$ cat src/rtl/hazard_mem_ctrl_if.sv
// -----------------------------------------------------------------------------
// hazard_mem_ctrl_if
//   Bundle of the pipeline-control signals shared between the RV32I datapath
//   and the hazard / data-memory controller.
//
//   master : pipeline side. It drives the register indices, stage controls and
//            DMemReady, and receives the stall/flush/forward controls.
//   slave  : hazard_mem_ctrl. It receives the pipeline state and drives
//            DMemReq, the stall/flush/forward controls, StallCount and
//            MemTimeout.
//
//   Parameter CNT_W is the width of StallCount.
// -----------------------------------------------------------------------------
interface hazard_mem_ctrl_if #(
  parameter int CNT_W = 16
);
  // Decode
  logic [4:0]       Rs1D, Rs2D;
  // Execute
  logic [4:0]       Rs1E, Rs2E, RdE;
  logic [1:0]       ResultSrcE;
  logic             PCSrcE;
  // Memory
  logic [4:0]       RdM;
  logic             RegWriteM, MemWriteM;
  logic [1:0]       ResultSrcM;
  // Writeback
  logic [4:0]       RdW;
  logic             RegWriteW;
  // Data-memory handshake
  logic             DMemReq, DMemReady;
  // Pipeline controls
  logic             StallF, StallD, StallE, StallM;
  logic             FlushD, FlushE, FlushW;
  logic [1:0]       ForwardAE, ForwardBE;
  // Status
  logic [CNT_W-1:0] StallCount;
  logic             MemTimeout;

  modport master (
    output Rs1D, Rs2D, Rs1E, Rs2E, RdE, ResultSrcE, PCSrcE,
           RdM, RegWriteM, MemWriteM, ResultSrcM, RdW, RegWriteW, DMemReady,
    input  DMemReq, StallF, StallD, StallE, StallM, FlushD, FlushE, FlushW,
           ForwardAE, ForwardBE, StallCount, MemTimeout
  );

  modport slave (
    input  Rs1D, Rs2D, Rs1E, Rs2E, RdE, ResultSrcE, PCSrcE,
           RdM, RegWriteM, MemWriteM, ResultSrcM, RdW, RegWriteW, DMemReady,
    output DMemReq, StallF, StallD, StallE, StallM, FlushD, FlushE, FlushW,
           ForwardAE, ForwardBE, StallCount, MemTimeout
  );
endinterface

$ cat src/rtl/hazard_mem_ctrl.sv
// -----------------------------------------------------------------------------
// hazard_mem_ctrl
//   Central hazard unit for the 5-stage RV32I pipeline.
//   - Operand forwarding from EX/MEM and MEM/WB into Execute.
//   - Load-use stall and taken-branch flush.
//   - Sequencing of the data-memory access held in EX/MEM with a req/ready
//     handshake. A multi-cycle access freezes PC, IF/ID, ID/EX and EX/MEM and
//     bubbles MEM/WB until the memory answers.
//   - Saturating count of stalled cycles and a sticky memory-timeout flag.
//
// Ports
//   clk  : clock
//   rst  : asynchronous active-high reset; all combinational outputs read 0
//          while it is high
//   bus  : hazard_mem_ctrl_if.slave (pipeline state in, controls out)
//
// Parameters
//   MAX_WAIT : consecutive waiting cycles before MemTimeout sets (>= 1)
//   CNT_W    : StallCount width; must match the interface CNT_W
// -----------------------------------------------------------------------------
module hazard_mem_ctrl #(
  parameter int MAX_WAIT = 15,
  parameter int CNT_W    = 16
) (
  input  logic             clk,
  input  logic             rst,
  hazard_mem_ctrl_if.slave bus
);

  localparam int WAIT_W = $clog2(MAX_WAIT + 1);

  typedef enum logic {
    S_IDLE = 1'b0,
    S_WAIT = 1'b1
  } state_t;

  state_t            r_state, w_next_state;
  logic [WAIT_W-1:0] r_wait_cnt;
  logic [CNT_W-1:0]  r_stall_count;
  logic              r_mem_timeout;

  logic       w_mem_m, w_lw_stall, w_mem_stall;
  logic       w_dmem_req;
  logic       w_stall_f, w_stall_d, w_stall_e, w_stall_m;
  logic       w_flush_d, w_flush_e, w_flush_w;
  logic [1:0] w_fwd_a, w_fwd_b;

  // Memory stage forwarding wins over Writeback: it holds the younger value.
  function automatic logic [1:0] fwd_sel(input logic [4:0] rs,
                                         input logic       reg_write_m,
                                         input logic [4:0] rd_m,
                                         input logic       reg_write_w,
                                         input logic [4:0] rd_w);
    if (reg_write_m && (rd_m != 5'd0) && (rd_m == rs))      return 2'b10;
    else if (reg_write_w && (rd_w != 5'd0) && (rd_w == rs)) return 2'b01;
    else                                                     return 2'b00;
  endfunction

  assign w_mem_m    = bus.MemWriteM || (bus.ResultSrcM == 2'b01);
  assign w_lw_stall = (bus.ResultSrcE == 2'b01) && (bus.RdE != 5'd0) &&
                      ((bus.RdE == bus.Rs1D) || (bus.RdE == bus.Rs2D));

  // NOTE: every signal written here gets a default first, so no path leaves
  // it unassigned and no latch is inferred.
  always_comb begin
    w_next_state = r_state;
    w_mem_stall  = 1'b0;
    w_dmem_req   = 1'b0;
    w_stall_f    = 1'b0;
    w_stall_d    = 1'b0;
    w_stall_e    = 1'b0;
    w_stall_m    = 1'b0;
    w_flush_d    = 1'b0;
    w_flush_e    = 1'b0;
    w_flush_w    = 1'b0;
    w_fwd_a      = 2'b00;
    w_fwd_b      = 2'b00;

    case (r_state)
      S_IDLE: begin
        w_dmem_req = w_mem_m;
        if (w_mem_m && !bus.DMemReady) begin
          w_mem_stall  = 1'b1;
          w_next_state = S_WAIT;
        end
      end
      S_WAIT: begin
        w_dmem_req = 1'b1;
        if (!bus.DMemReady) w_mem_stall  = 1'b1;
        else                w_next_state = S_IDLE;
      end
      default: w_next_state = S_IDLE;
    endcase

    // A memory freeze overrides everything; branch and load-use are simply
    // re-evaluated once the pipe moves again.
    if (w_mem_stall) begin
      w_stall_f = 1'b1;
      w_stall_d = 1'b1;
      w_stall_e = 1'b1;
      w_stall_m = 1'b1;
      w_flush_w = 1'b1;
    end else begin
      w_stall_f = w_lw_stall;
      w_stall_d = w_lw_stall;
      w_flush_d = bus.PCSrcE;
      w_flush_e = bus.PCSrcE || w_lw_stall;
    end

    w_fwd_a = fwd_sel(bus.Rs1E, bus.RegWriteM, bus.RdM, bus.RegWriteW, bus.RdW);
    w_fwd_b = fwd_sel(bus.Rs2E, bus.RegWriteM, bus.RdM, bus.RegWriteW, bus.RdW);

    // Reset gates the outputs directly so DMemReq drops without waiting for
    // the state register.
    if (rst) begin
      w_dmem_req = 1'b0;
      w_stall_f  = 1'b0;
      w_stall_d  = 1'b0;
      w_stall_e  = 1'b0;
      w_stall_m  = 1'b0;
      w_flush_d  = 1'b0;
      w_flush_e  = 1'b0;
      w_flush_w  = 1'b0;
      w_fwd_a    = 2'b00;
      w_fwd_b    = 2'b00;
    end
  end

  // NOTE: sequential state uses non-blocking assignments so every register
  // samples pre-edge values regardless of statement order.
  always_ff @(posedge clk or posedge rst) begin
    if (rst) r_state <= S_IDLE;
    else     r_state <= w_next_state;
  end

  always_ff @(posedge clk or posedge rst) begin
    if (rst) begin
      r_stall_count <= '0;
      r_wait_cnt    <= '0;
      r_mem_timeout <= 1'b0;
    end else begin
      if (w_stall_f && (r_stall_count != '1))
        r_stall_count <= r_stall_count + CNT_W'(1);

      // Counts consecutive unanswered WAIT cycles; the flag sets on the edge
      // that completes the MAX_WAIT-th one and stays until reset.
      if ((r_state == S_WAIT) && !bus.DMemReady) begin
        if (r_wait_cnt != WAIT_W'(MAX_WAIT))
          r_wait_cnt <= r_wait_cnt + WAIT_W'(1);
        if (r_wait_cnt == WAIT_W'(MAX_WAIT - 1))
          r_mem_timeout <= 1'b1;
      end else begin
        r_wait_cnt <= '0;
      end
    end
  end

  assign bus.DMemReq    = w_dmem_req;
  assign bus.StallF     = w_stall_f;
  assign bus.StallD     = w_stall_d;
  assign bus.StallE     = w_stall_e;
  assign bus.StallM     = w_stall_m;
  assign bus.FlushD     = w_flush_d;
  assign bus.FlushE     = w_flush_e;
  assign bus.FlushW     = w_flush_w;
  assign bus.ForwardAE  = w_fwd_a;
  assign bus.ForwardBE  = w_fwd_b;
  assign bus.StallCount = r_stall_count;
  assign bus.MemTimeout = r_mem_timeout;

endmodule

$ cat src/flat_wrapper.sv
// flat-port wrapper written by rule: the top's interface ports become plain ports
module hazard_mem_ctrl_flat 
#(
  parameter int MAX_WAIT = 15,
  parameter int CNT_W    = 16
)
  (clk, rst, bus_Rs1D, bus_Rs2D, bus_Rs1E, bus_Rs2E, bus_RdE, bus_ResultSrcE, bus_PCSrcE, bus_RdM, bus_RegWriteM, bus_MemWriteM, bus_ResultSrcM, bus_RdW, bus_RegWriteW, bus_DMemReady, bus_DMemReq, bus_StallF, bus_StallD, bus_StallE, bus_StallM, bus_FlushD, bus_FlushE, bus_FlushW, bus_ForwardAE, bus_ForwardBE, bus_StallCount, bus_MemTimeout);
  hazard_mem_ctrl_if #(.CNT_W(CNT_W)) bus_i ();
  input  logic clk;
  input  logic rst;
  input wire logic [$bits(bus_i.Rs1D)-1:0] bus_Rs1D;
  input wire logic [$bits(bus_i.Rs2D)-1:0] bus_Rs2D;
  input wire logic [$bits(bus_i.Rs1E)-1:0] bus_Rs1E;
  input wire logic [$bits(bus_i.Rs2E)-1:0] bus_Rs2E;
  input wire logic [$bits(bus_i.RdE)-1:0] bus_RdE;
  input wire logic [$bits(bus_i.ResultSrcE)-1:0] bus_ResultSrcE;
  input wire logic [$bits(bus_i.PCSrcE)-1:0] bus_PCSrcE;
  input wire logic [$bits(bus_i.RdM)-1:0] bus_RdM;
  input wire logic [$bits(bus_i.RegWriteM)-1:0] bus_RegWriteM;
  input wire logic [$bits(bus_i.MemWriteM)-1:0] bus_MemWriteM;
  input wire logic [$bits(bus_i.ResultSrcM)-1:0] bus_ResultSrcM;
  input wire logic [$bits(bus_i.RdW)-1:0] bus_RdW;
  input wire logic [$bits(bus_i.RegWriteW)-1:0] bus_RegWriteW;
  input wire logic [$bits(bus_i.DMemReady)-1:0] bus_DMemReady;
  output wire logic [$bits(bus_i.DMemReq)-1:0] bus_DMemReq;
  output wire logic [$bits(bus_i.StallF)-1:0] bus_StallF;
  output wire logic [$bits(bus_i.StallD)-1:0] bus_StallD;
  output wire logic [$bits(bus_i.StallE)-1:0] bus_StallE;
  output wire logic [$bits(bus_i.StallM)-1:0] bus_StallM;
  output wire logic [$bits(bus_i.FlushD)-1:0] bus_FlushD;
  output wire logic [$bits(bus_i.FlushE)-1:0] bus_FlushE;
  output wire logic [$bits(bus_i.FlushW)-1:0] bus_FlushW;
  output wire logic [$bits(bus_i.ForwardAE)-1:0] bus_ForwardAE;
  output wire logic [$bits(bus_i.ForwardBE)-1:0] bus_ForwardBE;
  output wire logic [$bits(bus_i.StallCount)-1:0] bus_StallCount;
  output wire logic [$bits(bus_i.MemTimeout)-1:0] bus_MemTimeout;
  assign bus_i.Rs1D = bus_Rs1D;
  assign bus_i.Rs2D = bus_Rs2D;
  assign bus_i.Rs1E = bus_Rs1E;
  assign bus_i.Rs2E = bus_Rs2E;
  assign bus_i.RdE = bus_RdE;
  assign bus_i.ResultSrcE = bus_ResultSrcE;
  assign bus_i.PCSrcE = bus_PCSrcE;
  assign bus_i.RdM = bus_RdM;
  assign bus_i.RegWriteM = bus_RegWriteM;
  assign bus_i.MemWriteM = bus_MemWriteM;
  assign bus_i.ResultSrcM = bus_ResultSrcM;
  assign bus_i.RdW = bus_RdW;
  assign bus_i.RegWriteW = bus_RegWriteW;
  assign bus_i.DMemReady = bus_DMemReady;
  assign bus_DMemReq = bus_i.DMemReq;
  assign bus_StallF = bus_i.StallF;
  assign bus_StallD = bus_i.StallD;
  assign bus_StallE = bus_i.StallE;
  assign bus_StallM = bus_i.StallM;
  assign bus_FlushD = bus_i.FlushD;
  assign bus_FlushE = bus_i.FlushE;
  assign bus_FlushW = bus_i.FlushW;
  assign bus_ForwardAE = bus_i.ForwardAE;
  assign bus_ForwardBE = bus_i.ForwardBE;
  assign bus_StallCount = bus_i.StallCount;
  assign bus_MemTimeout = bus_i.MemTimeout;
  hazard_mem_ctrl #(.MAX_WAIT(MAX_WAIT), .CNT_W(CNT_W)) u_core (.clk(clk), .rst(rst), .bus(bus_i));
endmodule
$ cat config.mk
export PLATFORM = sky130hd
export DESIGN_NAME = hazard_mem_ctrl_flat
export DESIGN_NICKNAME = d
export VERILOG_FILES = /design/src/rtl/hazard_mem_ctrl_if.sv /design/src/rtl/hazard_mem_ctrl.sv /design/src/flat_wrapper.sv
export SDC_FILE = /design/constraint.sdc
export NUM_CORES = 1
export LEC_CHECK = 0
export CAP_MARGIN = 20
export CORE_MARGIN = 2
export CORE_UTILIZATION = 35
export CTS_BUF_LIST = sky130_fd_sc_hd__clkbuf_4
export DETAILED_ROUTE_END_ITERATION = 16
export GPL_TIMING_DRIVEN = 0
export MAX_ROUTING_LAYER = met4
export PLACE_DENSITY = 0.78
export SKIP_CTS_REPAIR_TIMING = 1
export SYNTH_ARGS = -nofsm -noshare
export SYNTH_HDL_FRONTEND = slang
export SYNTH_SLANG_ARGS = --single-unit
$ cat constraint.sdc
create_clock -name clk -period 2.2 [get_ports clk]
set_input_delay 0.44 -clock clk [delete_from_list [all_inputs] [get_ports clk]]
set_output_delay 0.44 -clock clk [all_outputs]
set_load 0.1 [all_outputs]
==> key figures <==
Status
  • Status: complete, but fails checks
  • Violated checks: negative setup slack

Synth
  • Number of synthesized flops with an enable pin: 0
  • Cell variety after synth: 32
  • Yosys warning count: 0
  • Cell accounting for the most synthesized area: dfrtp_1
  • Prevailing post-synth register cell: dfrtp_1
  • Commonest cells in the netlist: 30 x xnor2_1, 22 x dfrtp_1, 17 x nand3_1
  • Syn nets: roughly 220
  • Avg Cell Area, Syn: just over 9 sq um
  • Post-synthesis sequential area ratio: 0.361
  • Most common cell in the netlist: xnor2_1
  • Synthesis-stage register bit count: 22
  • Synthesized instance count: between 150 and 200
  • Synth area leaders: dfrtp_1 36%, xnor2_1 17%, xor2_1 8.0%, nand3_1 5.6%, nand2_1 3.4%
  • Share of flip-flops with an asynchronous set or reset: 1.00
  • Synthesized area: 1530 sq um
  • Synth top area share: 0.361

Final layout
  • Area Overhead vs Synth: 89.2%
  • Post-route insts no fill: 309
  • Diode count: 0
  • Share of cells above drive strength 1: 0.288
  • Post-layout util: 0.677
  • Final net count: between 300 and 400
  • Finished Cell Area: slightly below 3000 sq um
  • Filler Cells Inserted: roughly 310

Detailed routing
  • DRC: 0
  • WL/cell: ~15 um
  • Drt first pass iters: 4
  • WL final: roughly 4600 um
  • First DRT Iteration DRCs: 64
  • Post-route ant nets: 0
  • Drt via density: 5.07
  • DR vias: around 1600

Setup path
  • CP Launch Type: primary input
  • Worst-path fanout max: 3
  • FF-to-FF End: u_core.bus.StallCount[12]
  • R2R Path Start: u_core.bus.StallCount[0]
  • Worst Setup End Kind: output port
  • Reg-to-reg slack, setup: 0.22 ns
  • Critical setup path kind: primary input to output port
  • Worst Path Required: roughly 1.8 ns
  • Critical path arrival: between 1.5 and 2 ns
  • R2r worst-path depth: 6

STA
  • Final worst path period need: 2.38 ns
  • PnR worst setup slack: -0.175 ns
  • Slew margin rel.: 0.346
  • Hold Vio Cnt, Final: 0
  • Setup repair after global routing missed its margin: yes
  • Final setup viols: 3
  • Max Clk Rate: roughly 420 MHz
  • Pins Over Slew Limit: 0
  • Hold WS: 0.200 ns
  • Clock Skews: between 0.001 and 0.0015 ns
  • Fin crit share: 1.08
  • Worst-Margin Slew: 0.980 ns

Min path
  • Hold WC Path Type: primary input to async pin

Placed design
  • Global placer's final weighted congestion: roughly 0.85
  • Port Buf Inserts: 74
  • Area after DPL: about 2500 sq um
  • Hpwl dp: between 3000 and 4000 um
  • Cell count after placement: 294

Global routing
  • Largest net degree at the start of global routing: 26
  • Global-route wire length before repair: roughly 6800 um
  • GRT Residual Overflow: 0
  • Initial antenna violation count: 0
  • Total Routing Usage GR: 0.174
  • Number of global-route vias before repair: around 1500

Floorplanning
  • Ports: 75
  • Die H: between 70 and 80 um
  • Die area: 4900 sq um
  • Initial cell density of the core: 0.358
  • Core area: between 4000 and 5000 sq um
  • Die width: 70.0 um
  • # rows: 24

Pwr
  • Leakage: around 1.6 nW
  • Pwr Density: 565 nW/um^2
  • Max IR drop VDD: between 0.8 and 0.9 mV

Clock network
  • Clock Tree Buf Depth: 2
  • Skew-Pair Late Insertion Delay: 0.30 ns
  • Clk pin slew, worst setup/hold paths: around 0.12 ns
  • CTS Root Cell: clkbuf_4
  • CTS buffer count: 3
  • CTS tree: yes
  • H-tree Lvls: 1
  • Clk sinks: 22

Flow run
  • Max-cap viol count: 0
## how the worst max path moves through the flow
stage	cells past startpoint	slack, ns	to	start
6_report	6	-0.18	bus_ForwardBE[0]	bus_RdW[0]
5_1_grt	6	-0.22	bus_ForwardBE[0]	bus_RdW[0]
4_1_cts	6	-1.86	bus_ForwardBE[0]	rst
3_5_place_dp	6	-1.86	bus_ForwardBE[0]	rst
3_3_place_gp	6	-1.85	bus_ForwardBE[0]	rst
2_1_floorplan	4	-0.68	bus_ForwardBE[0]	rst
## cell families (layout without fill, tap and decap cells)
| family | count (synthesis) | count (layout) | share of synthesized area |
|---|---|---|---|
| AND/OR/NAND/NOR | 73 | 73 | 0.244 |
| multiplexers | 2 | 2 | 0.0148 |
| flip-flops | 22 | 22 | 0.361 |
| buffers and inverters | 8 | 97 | 0.0320 |
| XOR/XNOR | 44 | 44 | 0.253 |
| adder cells (fa/ha/maj) | 3 | 3 | 0.0246 |
| AO/OA/AOI/OAI | 16 | 16 | 0.0705 |
## worst max-delay path, cell delays in order
cell	delay [ns]
dlymetal6s2s_1	0.15
or4_1	0.54
o211ai_1	0.35
or4_4	0.22
nor4_4	0.03
buf_6	0.19
## per-layer routing
| layer | wire (um) | track usage | vias up |
|---|---|---|---|
| li1 | - | - | 771 |
| met1 | 1930 | 0.224 | 743 |
| met4 | 25 | 0.0214 | 0 |
| met5 | 0 | - | - |
| met2 | 2430 | 0.292 | 51 |
| met3 | 268 | 0.0375 | 2 |
## sequential cells by signal, summed over array words and instances, names as in the netlist
register	flops
u_core.bus.MemTimeout	1
u_core.bus.StallCount	16
u_core.r_state	1
u_core.r_wait_cnt	4
## placed cells by master (no fill, tap or decap), types with 2 or more instances in the layout
cell             count
a211oi_1             2
a21oi_1              3
a31oi_1              2
and3_1               4
and4_1               2
buf_12               7
buf_4               11
buf_6                8
buf_8                3
clkbuf_2             3
clkbuf_4             3
clkdlybuf4s50_1      5
clkinvlp_4           2
dfrtp_1             13
dfrtp_2              9
dlymetal6s2s_1      50
ha_1                 3
inv_1                2
nand2_1             12
nand3_1             16
nand4_1              4
nor2_1               9
nor2_2               4
nor3_1               3
nor3_4               2
nor4_4               3
o211ai_1             2
or4_4                3
xnor2_1             30
xor2_1              13
## cell type report
class | count | area (sq um) | area share
Multi-Input combinational cell | 138 | 1130 | 0.391
Timing Repair Buffer | 84 | 1020 | 0.353
Sequential cell | 22 | 562 | 0.195
Tap cell | 52 | 65.1 | 0.0225
Buffer | 4 | 57.6 | 0.0199
Clock buffer | 3 | 22.5 | 0.00781
Inverter | 4 | 22.5 | 0.00781
Timing Repair inverter | 1 | 5.00 | 0.00173
Clock inverter | 1 | 3.75 | 0.00130
## report_power, final
group	switching (W)	internal, W
combinational	0.000609	0.000292
sequential	0.0000800	0.000464
clock	0.000118	0.0000661
## stage by stage
| stage | TNS, ns | power (W) | worst slack [ns] |
|---|---|---|---|
| 6_report | -0.342 | 0.00163 | -0.175 |
| 5_1_grt | -0.549 | 0.00170 | -0.223 |
| 4_1_cts | -16.80 | 0.00159 | -1.86 |
| 3_5_place_dp | -17.58 | 0.00141 | -1.86 |
| 3_3_place_gp | -17.33 | 0.00140 | -1.85 |
| 2_1_floorplan | -1.51 | 0.00114 | -0.682 |
No activity file was read; power rests on OpenSTA's default activity.
